### config.mk
export PLATFORM = sky130hd
export DESIGN_NAME = imem_boot_ctrl
export DESIGN_NICKNAME = d
export VERILOG_FILES = /design/src/rtl/imem_pkg.sv /design/src/rtl/byte_word_asm.sv /design/src/rtl/imem_boot_ctrl.sv
export SDC_FILE = /design/constraint.sdc
export NUM_CORES = 1
export LEC_CHECK = 0
export ABC_AREA = 1
export ABC_CLOCK_PERIOD_IN_PS = 2500
export CAP_MARGIN = 20
export CORE_ASPECT_RATIO = 0.7
export CORE_MARGIN = 2
export CORE_UTILIZATION = 35
export CTS_CLUSTER_SIZE = 25
export DETAILED_ROUTE_END_ITERATION = 10
export DONT_BUFFER_PORTS = 1
export GPL_ROUTABILITY_DRIVEN = 0
export PLACE_DENSITY_LB_ADDON = 0.25
export SETUP_SLACK_MARGIN = 0.02
export SYNTH_ARGS = -nofsm -noshare
export SYNTH_HDL_FRONTEND = slang
export SYNTH_SLANG_ARGS = --single-unit
### constraint.sdc
create_clock -name clk -period 2.5 [get_ports clk]
set_input_delay 0.375 -clock clk [delete_from_list [all_inputs] [get_ports clk]]
set_output_delay 0.375 -clock clk [all_outputs]
set_load 0.02 [all_outputs]
### src/rtl/imem_pkg.sv
// Shared definitions for the instruction-memory boot controller.
// Holds the FSM state encoding, the default halt / terminator encodings,
// the fetch/load window size and the byte-assembly constant.
package imem_pkg;

    typedef enum logic [1:0] {
        ST_IDLE = 2'd0,
        ST_LOAD = 2'd1,
        ST_RUN  = 2'd2,
        ST_HALT = 2'd3
    } state_e;

    // Number of word slots that can be loaded and fetched.
    localparam int          FETCH_LIMIT = 128;
    // beq x0,x0,0 : the CPU spins on itself, used as the halt marker.
    localparam logic [31:0] HALT_INSTR  = 32'h0000_0063;
    // A complete word with this value ends a load and is not stored.
    localparam logic [31:0] TERM_WORD   = 32'hFFFF_FFFF;
    // Byte index of the final byte in a little-endian 32-bit word.
    localparam logic [1:0]  LAST_BYTE   = 2'd3;

endpackage

### src/rtl/byte_word_asm.sv
// Little-endian byte-to-word assembler.
// Ports:
//   clk, rst      clock, synchronous active-high reset
//   clr           synchronous clear of the partial word (start of a load)
//   en            accept bytes only while high
//   byte_valid    byte_data is valid this cycle
//   byte_data     incoming byte; byte k lands in bits [8k+7:8k]
//   word_valid    high in the cycle the 4th byte arrives (combinational)
//   word          assembled word, valid with word_valid
module byte_word_asm
    import imem_pkg::*;
(
    input  logic        clk,
    input  logic        rst,
    input  logic        clr,
    input  logic        en,
    input  logic        byte_valid,
    input  logic [7:0]  byte_data,
    output logic        word_valid,
    output logic [31:0] word
);

    logic [1:0]  idx_q;
    logic [23:0] lo_q;    // bytes 0..2 of the word under assembly
    logic        take;

    assign take       = en && byte_valid;
    // The 4th byte is forwarded directly so the word is usable in the same
    // cycle it completes; only the lower three bytes are ever stored.
    assign word_valid = take && (idx_q == LAST_BYTE);
    assign word       = {byte_data, lo_q};

    always_ff @(posedge clk) begin
        if (rst || clr) begin
            idx_q <= '0;
            lo_q  <= '0;
        end else if (take) begin
            case (idx_q)
                2'd0:    lo_q[7:0]   <= byte_data;
                2'd1:    lo_q[15:8]  <= byte_data;
                2'd2:    lo_q[23:16] <= byte_data;
                default: ;
            endcase
            idx_q <= idx_q + 2'd1;   // wraps to 0 after the 4th byte
        end
    end

endmodule

### src/rtl/imem_boot_ctrl.sv
// Instruction-memory boot controller.
// Loads a program image from a byte stream into an external word memory,
// then releases the CPU and serves its fetches until it hits the halt
// encoding (or fetches outside the loadable window).
// Ports:
//   clk, rst                    clock, synchronous active-high reset
//   load_start, go_run          commands (pulses) from IDLE / HALT
//   rx_valid, rx_data           boot byte stream
//   cpu_addr, cpu_instr         CPU fetch address and returned instruction
//   cpu_hold                    CPU stall, low only in RUN
//   mem_raddr, mem_rdata        external memory read port (async read)
//   mem_we, mem_waddr, mem_wdata external memory write port
//   load_done                   one-cycle pulse at the end of a load
//   word_count                  words written by the last load
//   halted                      high in HALT
module imem_boot_ctrl
    import imem_pkg::*;
#(
    parameter int          DEPTH       = 256,
    parameter int          FETCH_LIMIT = imem_pkg::FETCH_LIMIT,
    parameter logic [31:0] HALT_INSTR  = imem_pkg::HALT_INSTR,
    parameter logic [31:0] TERM_WORD   = imem_pkg::TERM_WORD
) (
    input  logic        clk,
    input  logic        rst,
    input  logic        load_start,
    input  logic        go_run,
    input  logic        rx_valid,
    input  logic [7:0]  rx_data,
    input  logic [31:0] cpu_addr,
    output logic [31:0] cpu_instr,
    output logic        cpu_hold,
    output logic [7:0]  mem_raddr,
    input  logic [31:0] mem_rdata,
    output logic        mem_we,
    output logic [7:0]  mem_waddr,
    output logic [31:0] mem_wdata,
    output logic        load_done,
    output logic [8:0]  word_count,
    output logic        halted
);

    localparam logic [10:0] LIMIT_W  = 11'(FETCH_LIMIT);
    localparam logic [10:0] DEPTH_W  = 11'(DEPTH);
    localparam logic [8:0]  LAST_IDX = 9'(FETCH_LIMIT - 1);

    state_e      state_q;
    logic [8:0]  cnt_q;       // word pointer and word_count share this counter
    logic        end_q;       // final slot written; finish after its write cycle
    logic        mem_we_q;
    logic [7:0]  waddr_q;
    logic [31:0] wdata_q;
    logic        load_done_q;

    logic        enter_load;
    logic        asm_en;
    logic        word_valid;
    logic [31:0] word;
    logic [9:0]  fetch_idx;
    logic        in_range;
    logic        unused_addr_bits;

    assign enter_load = load_start && (state_q == ST_IDLE || state_q == ST_HALT);
    // Bytes are dropped once the last slot is taken, even while still in LOAD.
    assign asm_en     = (state_q == ST_LOAD) && !end_q;

    byte_word_asm u_asm (
        .clk        (clk),
        .rst        (rst),
        .clr        (enter_load),
        .en         (asm_en),
        .byte_valid (rx_valid),
        .byte_data  (rx_data),
        .word_valid (word_valid),
        .word       (word)
    );

    // Fetches beyond the loadable window read as halt, so a runaway PC
    // stops the CPU instead of executing stale memory.
    assign fetch_idx = cpu_addr[11:2];
    assign in_range  = ({1'b0, fetch_idx} < LIMIT_W) && ({1'b0, fetch_idx} < DEPTH_W);
    assign cpu_instr = (state_q == ST_RUN && in_range) ? mem_rdata : HALT_INSTR;
    assign cpu_hold  = (state_q != ST_RUN);
    assign halted    = (state_q == ST_HALT);
    assign mem_raddr = cpu_addr[9:2];

    assign mem_we     = mem_we_q;
    assign mem_waddr  = waddr_q;
    assign mem_wdata  = wdata_q;
    assign load_done  = load_done_q;
    assign word_count = cnt_q;

    assign unused_addr_bits = ^{cpu_addr[31:12], cpu_addr[1:0]};

    always_ff @(posedge clk) begin
        if (rst) begin
            state_q     <= ST_IDLE;
            cnt_q       <= '0;
            end_q       <= 1'b0;
            mem_we_q    <= 1'b0;
            waddr_q     <= '0;
            wdata_q     <= '0;
            load_done_q <= 1'b0;
        end else begin
            mem_we_q    <= 1'b0;
            load_done_q <= 1'b0;
            case (state_q)
                ST_IDLE: begin
                    if (load_start) begin
                        state_q <= ST_LOAD;
                        cnt_q   <= '0;
                        end_q   <= 1'b0;
                    end else if (go_run) begin
                        state_q <= ST_RUN;
                    end
                end
                ST_LOAD: begin
                    if (end_q) begin
                        // The final write is on the bus this cycle; leave after it.
                        state_q     <= ST_RUN;
                        load_done_q <= 1'b1;
                        end_q       <= 1'b0;
                    end else if (word_valid) begin
                        if (word == TERM_WORD) begin
                            state_q     <= ST_RUN;
                            load_done_q <= 1'b1;
                        end else begin
                            mem_we_q <= 1'b1;
                            waddr_q  <= cnt_q[7:0];
                            wdata_q  <= word;
                            cnt_q    <= cnt_q + 9'd1;
                            if (cnt_q == LAST_IDX)
                                end_q <= 1'b1;
                        end
                    end
                end
                ST_RUN: begin
                    if (cpu_instr == HALT_INSTR)
                        state_q <= ST_HALT;
                end
                ST_HALT: begin
                    if (load_start) begin
                        state_q <= ST_LOAD;
                        cnt_q   <= '0;
                        end_q   <= 1'b0;
                    end
                end
                default: state_q <= ST_IDLE;
            endcase
        end
    end

endmodule

---- After elaboration in Yosys (flattened, before gate mapping) ----
Cells that the tools add are included.
word-level totals
  register bits after elaboration ......... 80
  output and inout port bits .............. 93
cells by class
  magnitude comparators ................... 2
  muxes and demuxes ....................... 24
  equality and inequality tests ........... 19
  bitwise gates (word level) .............. 4
  add/subtract/negate cells ............... 2
  reductions and logical operators ........ 22
operators with widths
  cell                  number
  $mux 9                4
  $eq 32x32->1 const B  1
  $eq 32x7->1 const B   1
  $mux 32               1
  $pmux 9 s2            1
  $mux 2                7
  $lt 10x8->1 const B   1
  $lt 10x9->1 const B   1
  $reduce_and 5->1      2
  $add 9x1->9 const B   1
  $eq 9x7->1 const B    1
  $mux 1                9
  $eq 2x2->1 const B    4
  $ne 2x2->1 const B    4
  $pmux 2 s4            1
  $reduce_and 2->1      4
  $logic_and 1x1->1     6
  $ne 2x1->1 const B    3
  $ne 3x2->1 const B    2
  $eq 2x1->1 const B    2
  $logic_not 2->1       2
  $not 1->1             4
  $reduce_and 4->1      1
  $reduce_or 2->1       2
  7 further kinds       8

---- Depth between registers and ports, before layout ----
Gate-level depths: netlist of run 1.
  depth after elaboration ................. 7
  depth in mapped cells ................... 13

---- Cells and area by module ----
Synthesis of run 1 repeated with hierarchy kept, for this count alone.
unflattened totals
  cells, all modules ...................... 620
  area, all modules ....................... 4152.7 µm²
modules (own cells, without submodules)
  module          cells each  area an instance (µm²)  seq. area each (µm²)  instances
  imem_boot_ctrl  441         2970.3                  1081.0                1
  byte_word_asm   179         1182.4                  520.5                 1

---- Least setup slack after synthesis of run 1 ----
OpenSTA, ideal clock, no wires.
  kind .................................... register to output
  start point ............................. register state_q[0]
  end point ............................... output cpu_instr[12]
  setup slack ............................. 0.617 ns
  arrival ................................. 1.508 ns
  required time ........................... 2.125 ns
  path buffers ............................ 2
  stages on the path, launching flop included .. 9
  cells stage by stage .................... dfxtp_1 -> inv_1 -> ha_1 -> nand2_1 -> nor2_1 -> buf_2 -> inv_2 -> buf_1 -> nor2_1
between the ends
  longest elaborated chain between the ends .. 3
ends and longest elaborated chain
  element                 RTL line               RTL
  start, declared         imem_boot_ctrl.sv:47   state_e state_q;
  start signal, assigned  imem_boot_ctrl.sv:97   state_q <= ST_IDLE;
  start signal, assigned  imem_boot_ctrl.sv:110  state_q <= ST_LOAD;
  start signal, assigned  imem_boot_ctrl.sv:114  state_q <= ST_RUN;
  $eq 2x2->1              imem_boot_ctrl.sv:82   assign cpu_instr = (state_q == ST_RUN && in_range) ? mem_rdata : HALT_INSTR;
  $logic_and 1x1->1       imem_boot_ctrl.sv:82
  $mux 32                 imem_boot_ctrl.sv:82
  end, declared           imem_boot_ctrl.sv:31   output logic [31:0] cpu_instr,
Every way passes these cells.

---- Worst setup path in the final report of run 1 ----
  start point ............................. register state_q[0]
  end point ............................... output cpu_instr[18]
The elaborated chain is that of the path after synthesis.

==> impl_metrics.ini, run 1 <==
[sta]
slew_headroom_pct = 64.01
finalHoldViolCount = 0
final.setup.tns_ps = 0
worst_pin_slew_ps = 539.9
setup_viol = 0
setup_slack_ps = 275.6
skew_ps = 6.398
drv_slew = 0
post-route-period-util_pct = 88.98
holdWs_ps = 98.04
min_period_ps = 2224
fmax_mhz = 449.6
rsz0062_at_grt = false

[yosys]
synth_fa_ha_area_share_pct = 3.283
syn_area_mm2 = 0.003811
synth-edff-count = 0
ys_seq_area_share_pct = 42.02
async_flop_share_pct = 0
synth_nets = 621
yosys_warnings = 0
syn_inst = 534
synthMuxAreaShare_pct = 0
yosys-top-cells-area = dfxtp_1 (42%), nor2_1 (10%), o21ai_0 (7.6%), inv_1 (7.5%), nand2_1 (6.5%)
ys_seq_elements = 80
synth_compound_area_share_pct = 18.71
ys.flop_type = dfxtp_1
synth_top_area_share_pct = 42.02
syn_area_per_cell_um2 = 7.137
synth.largest_area_cell = dfxtp_1
synth-simple-area-share_pct = 22.09
synthXorXnorAreaFrac_pct = 0.9192
synth_top_family_by_area = simple AND/OR/NAND/NOR gates
synth_cell_types = 27

[final_layout]
diodes = 0
nFillCells = 1111
area_delta_synth_final_pct = 13.59
seq_area_mm2 = 0.001602
drive_gt1_share_pct = 11.75
nets = 635
multiInputGateArea_mm2 = 0.001719

[cts]
cts.path.max_buffers = 2
clock-sinks = 80
htreeDepth = 3
numCtsBuffers = 9
clockRootBuffer = clkbuf_16
cts_setup_buffers = 0
cts_hold_buf = 0
cts_resized = 0
cts_tree = built
clock_latency_ps = 340
clkSlewWorstSetupHoldPaths_ps = 60

[critical_path]
path_delay_family = buffers and inverters
slowest_stage = dfxtp_1
end_kind = primary output
regToRegStartpoint = state_q[1]$_SDFFE_PP0P_
crit_start = state_q[0]$_SDFFE_PP0P_
r2r-end = mem_wdata[4]$_SDFFE_PP0P_
ff2ff_path_depth = 11
critPathLaunchType = flip-flop
path_max_fanout = 28
critPathMaxStageDelay_ps = 390
crit_arrival_ps = 1850
r2r_setup_slack_ps = 380
path_buf_inv = 4
crit_chain = inv_1 -> ha_1 -> nand2_1 -> nor2_1 -> buf_4 -> inv_4 -> nor2_1 -> buf_4
required_ps = 2120
path_class = reg2out

[floorplan]
core_area_mm2 = 0.01047
die_y_um = 91.31
initial_core_util_pct = 36.39
io_pins = 170
fp-row-count = 31
die_w_um = 128.7
dieArea_mm2 = 0.01175

[min_path]
hold_end = word_count[3]$_SDFFE_PP0P_
whs_path_depth = 1
hp-start = rst
hold_class = in2reg

[global_route]
grt_pass1_vias = 3023
antenna_found_initial = 0
track_usage_pct = 17.17
grt_max_degree = 43
grt_pass1_wl_um = 15770
overflow = 0

[route]
firstDrtPassIters = 5
vias_per_cell = 4.888
wl_per_cell_um = 14.68
detail_route.iter0.violations = 163
drt-total-wl_um = 10050
vias = 3348
ant_nets = 0
drcViolationCount = 0

[power_and_ir_drop]
ir_drop_mv = 0.3481
power.leakage_nw = 1.813
power_density_mw_per_mm2 = 748.9

[run_status]
outcome = finished, final reports clean

[placed_design]
io_buffers = 0
place_hpwl_um = 7389
dp_slack_ps = 428.9

[job]
max_cap_violations = 0
[cells in the mapped netlist (3+ instances only)]
master / n
buf_4: 8
clkbuf_1: 8
nand4_1: 7
a211oi_1: 24
o21ai_0: 58
a21oi_1: 41
buf_6: 5
nand3_1: 13
nor2_1: 103
dfxtp_1: 80
xor2_1: 4
buf_2: 8
nand2_1: 66
nand2_4: 3
inv_1: 76
inv_2: 4
ha_1: 10
[flip-flops by register name (all words and copies together), names as in the netlist]
| register | count |
|---|---|
| mem_waddr | 8 |
| mem_wdata | 32 |
| u_asm.lo_q | 24 |
| u_asm.idx_q | 2 |
| end_q | 1 |
| state_q | 2 |
| mem_we | 1 |
| load_done | 1 |
| word_count | 9 |
[where the power goes]
part	internal, W	switching (W)	total (W)
sequential	0.00133	0.0000638	0.00139
combinational	0.000182	0.000429	0.000611
clock	0.000726	0.000512	0.00124
[final cells by class]
class | instances | area share (%)
clock buffers | 12 | 5.925
clock inverters | 4 | 0.6647
inverters | 80 | 6.994
multi-input cells | 343 | 39.71
flip-flops and latches | 80 | 36.99
well taps | 132 | 3.815
repair buffers | 34 | 5.896
[how the worst max path moves through the flow]
| stage | endpoint | cells after the start |
|---|---|---|
| 2_1_floorplan | cpu_instr[12] | 8 |
| 3_3_place_gp | word_count[2]$_SDFFE_PP0P_ | 7 |
| 3_5_place_dp | mem_wdata[4]$_SDFFE_PP0P_ | 11 |
| 4_1_cts | cpu_instr[22] | 8 |
| 5_1_grt | cpu_instr[18] | 8 |
| 6_report | cpu_instr[18] | 8 |
[layout by cell type (no fill, tap or decap), types with 4 or more instances in the layout]
cell	n
a211oi_1	24
a21oi_1	41
buf_4	34
clkbuf_16	9
dfxtp_1	80
ha_1	10
inv_1	76
nand2_1	66
nand3_1	13
nand4_1	7
nor2_1	103
o21ai_0	58
xor2_1	4
[per-stage QoR]
step	instance area, um^2	power [W]	cells	util [%]
3_3_place_gp	4041	0.002006	669	38.59
5_1_grt	4329	0.003417	685	41.34
2_1_floorplan	3811	0.001899	534	-
6_report	4329	0.003242	685	41.34
4_1_cts	4327	0.003280	685	41.31
3_5_place_dp	4041	0.002026	669	38.59
[logic make-up (layout without fill, tap and decap cells)]
| group | count (synthesis) | count (layout) |
|---|---|---|
| buffers and inverters | 111 | 130 |
| DFF | 80 | 80 |
| xor gates and xnor gates | 4 | 4 |
| and+or+nand+nor | 201 | 201 |
| adders and majority gates | 10 | 10 |
| AOI/OAI and AO/OA | 128 | 128 |
[layer usage]
metal / vias to the layer above / GRT usage, % / share of wire, %
met5: - / 0 / 0
met4: 0 / 6.069 / 1.6
met3: 15 / 7.543 / 10
met2: 124 / 24.03 / 40
met1: 1481 / 23.29 / 48
li1: 1728 / - / -
[worst reg2reg max path: stages (launching register included)]
cell,delay [ps]
dfxtp_1,360
inv_1,100
ha_1,270
inv_2,80
nor2_4,110
nand2_2,120
nor2_4,130
nand2_4,150
inv_2,90
buf_4,300
o21ai_0,140
a21oi_1,190
(Power assumes the default switching activity.)
==> run 2: changes to the inputs <==
--- a/config.mk
+++ b/config.mk
@@ -9,7 +9,6 @@
 export ABC_CLOCK_PERIOD_IN_PS = 2500
 export CAP_MARGIN = 20
 export CORE_ASPECT_RATIO = 0.7
-export CORE_MARGIN = 2
 export CORE_UTILIZATION = 35
 export CTS_CLUSTER_SIZE = 25
 export DETAILED_ROUTE_END_ITERATION = 10
==> run 2 against run 1 <==
Compared with the run above: design area is the same; via count shrank 1.1%; count of clock-buffer cells in the layout shrank 1; flip-flop and latch count is the same; sequential power is essentially flat; core utilization is the same; power shrank 0.65%; cell count shrank 0.29%; worst setup slack lost 19 ps; wire length shrank 1.9%; critical path depth is the same; sequential share of layout area is the same; critical path type unchanged.
==> impl_metrics.ini, run 2 (synthesized netlist as in run 1, its figures left out) <==
[final_layout]
area_delta_synth_final_pct = 13.59
diodes = 0
largest_reg_flops = 32
final_util_pct = 41.34
nets = 633
layout_commonest_cell = nor2_1
layout_common_cells = nor2_1 (103), dfxtp_1 (80), inv_1 (76)
drive_gt1_share_pct = 11.43

[route]
detail_route.iter0.violations = 192
vias = 3310
drcViolationCount = 0
wl_per_cell_um = 14.44
vias_per_cell = 4.846
ant_nets = 0
drt-total-wl_um = 9865
firstDrtPassIters = 4

[sta]
min_period_ps = 2244
slew_headroom_pct = 65.67
post-route-period-util_pct = 89.75
holdWs_ps = 101.0
skew_ps = 9.646
worst_pin_slew_ps = 515.0
rsz0062_at_grt = false
final.setup.tns_ps = 0
finalHoldViolCount = 0
setup_viol = 0
drv_slew = 0
fmax_mhz = 445.7

[global_route]
overflow = 0
antenna_found_initial = 0
track_usage_pct = 18.01
grt_pass1_wl_um = 15440
grt_pass1_vias = 3051
grt_max_degree = 64

[min_path]
hold_end = word_count[2]$_SDFFE_PP0P_
hold_class = in2reg
hp-start = rst
whs_path_depth = 1

[critical_path]
ff2ff_path_depth = 7
slowest_stage = dfxtp_1
path_buf_inv = 4
critPathLaunchType = flip-flop
crit_arrival_ps = 1870
regToRegStartpoint = state_q[1]$_SDFFE_PP0P_
r2r-end = word_count[8]$_SDFFE_PP0P_
path_max_fanout = 28
required_ps = 2120
critPathMaxStageDelay_ps = 400
path_class = reg2out
r2r_setup_slack_ps = 440
path_delay_family = buffers and inverters
end_kind = primary output
crit_chain = inv_1 -> ha_1 -> nand2_1 -> nor2_1 -> buf_4 -> inv_4 -> nor2_1 -> buf_4

[floorplan]
dieArea_mm2 = 0.01132
core_area_mm2 = 0.01047
fp-row-count = 31
die_y_um = 89.31
io_pins = 170
initial_core_util_pct = 36.39
die_w_um = 126.7

[cts]
clkSlewWorstSetupHoldPaths_ps = 60
cts.path.max_buffers = 2
htreeDepth = 3
numCtsBuffers = 9
clock-sinks = 80
clockRootBuffer = clkbuf_16
cts_hold_buf = 0
clock_latency_ps = 340
cts_tree = built

[power_and_ir_drop]
power.leakage_nw = 1.816
power_density_mw_per_mm2 = 744.1
ir_drop_mv = 0.3218

[placed_design]
place_hpwl_um = 7238
io_buffers = 0

[job]
max_cap_violations = 0

[run_status]
outcome = finished, final reports clean
run 2: how the worst max path moves through the flow:
stage | start | endpoint | slack, ps | cells past startpoint
after CTS | state_q[0]$_SDFFE_PP0P_ | cpu_instr[2] | 110 | 8
after global routing | state_q[0]$_SDFFE_PP0P_ | cpu_instr[2] | 80 | 8
after global placement | state_q[0]$_SDFFE_PP0P_ | word_count[1]$_SDFFE_PP0P_ | 490 | 7
after floorplan | state_q[0]$_SDFFE_PP0P_ | cpu_instr[12] | 620 | 8
after detailed placement | state_q[1]$_SDFFE_PP0P_ | word_count[7]$_SDFFE_PP0P_ | 440 | 7
final | state_q[0]$_SDFFE_PP0P_ | cpu_instr[31] | 260 | 8
run 2: where the power goes:
part,internal (W),switching [W],total [W]
Clock,0.000697,0.000506,0.00120
Combinational,0.000192,0.000430,0.000622
Sequential,0.00133,0.0000672,0.00140
run 2: area by class of cell:
type / count / area, um^2
clock buffer: 11 / 242.7
tap: 132 / 165.2
timing repair buffer: 32 / 265.3
clock inverter: 5 / 32.53
sequential: 80 / 1602
inverter: 80 / 302.8
multi-input combinational: 343 / 1719
fill: 1080 / 6143
run 2: through the flow:
stage               power [W]  setup slack [ps]  instance area [um^2]  instances
floorplan            0.001899             617.2                  3811        534
global placement     0.002020             491.5                  4051        667
detailed placement   0.002042             442.2                  4051        667
CTS                  0.003256             109.1                  4327        683
global route         0.003409             82.30                  4329        683
finish               0.003221             256.2                  4329        683
run 2: timing repair:
item                       CTS  global route
setup endpoints to repair    0            28
gates resized for setup      0             2
setup buffers                0             0
run 2: routing by layer:
metal  part of all wire [%]  GRT usage (%)
met1                     49          23.33
met4                    1.1          5.952
met5                      0              0
met2                     41          26.87
met3                    9.2          7.959
run 2: worst register-to-register path, cell delays in order (launching register included):
cell	delay (ps)
dfxtp_1	420
inv_1	100
ha_1	440
inv_1	200
a21oi_2	470
nand2_4	170
nand2_1	90
a21oi_1	60
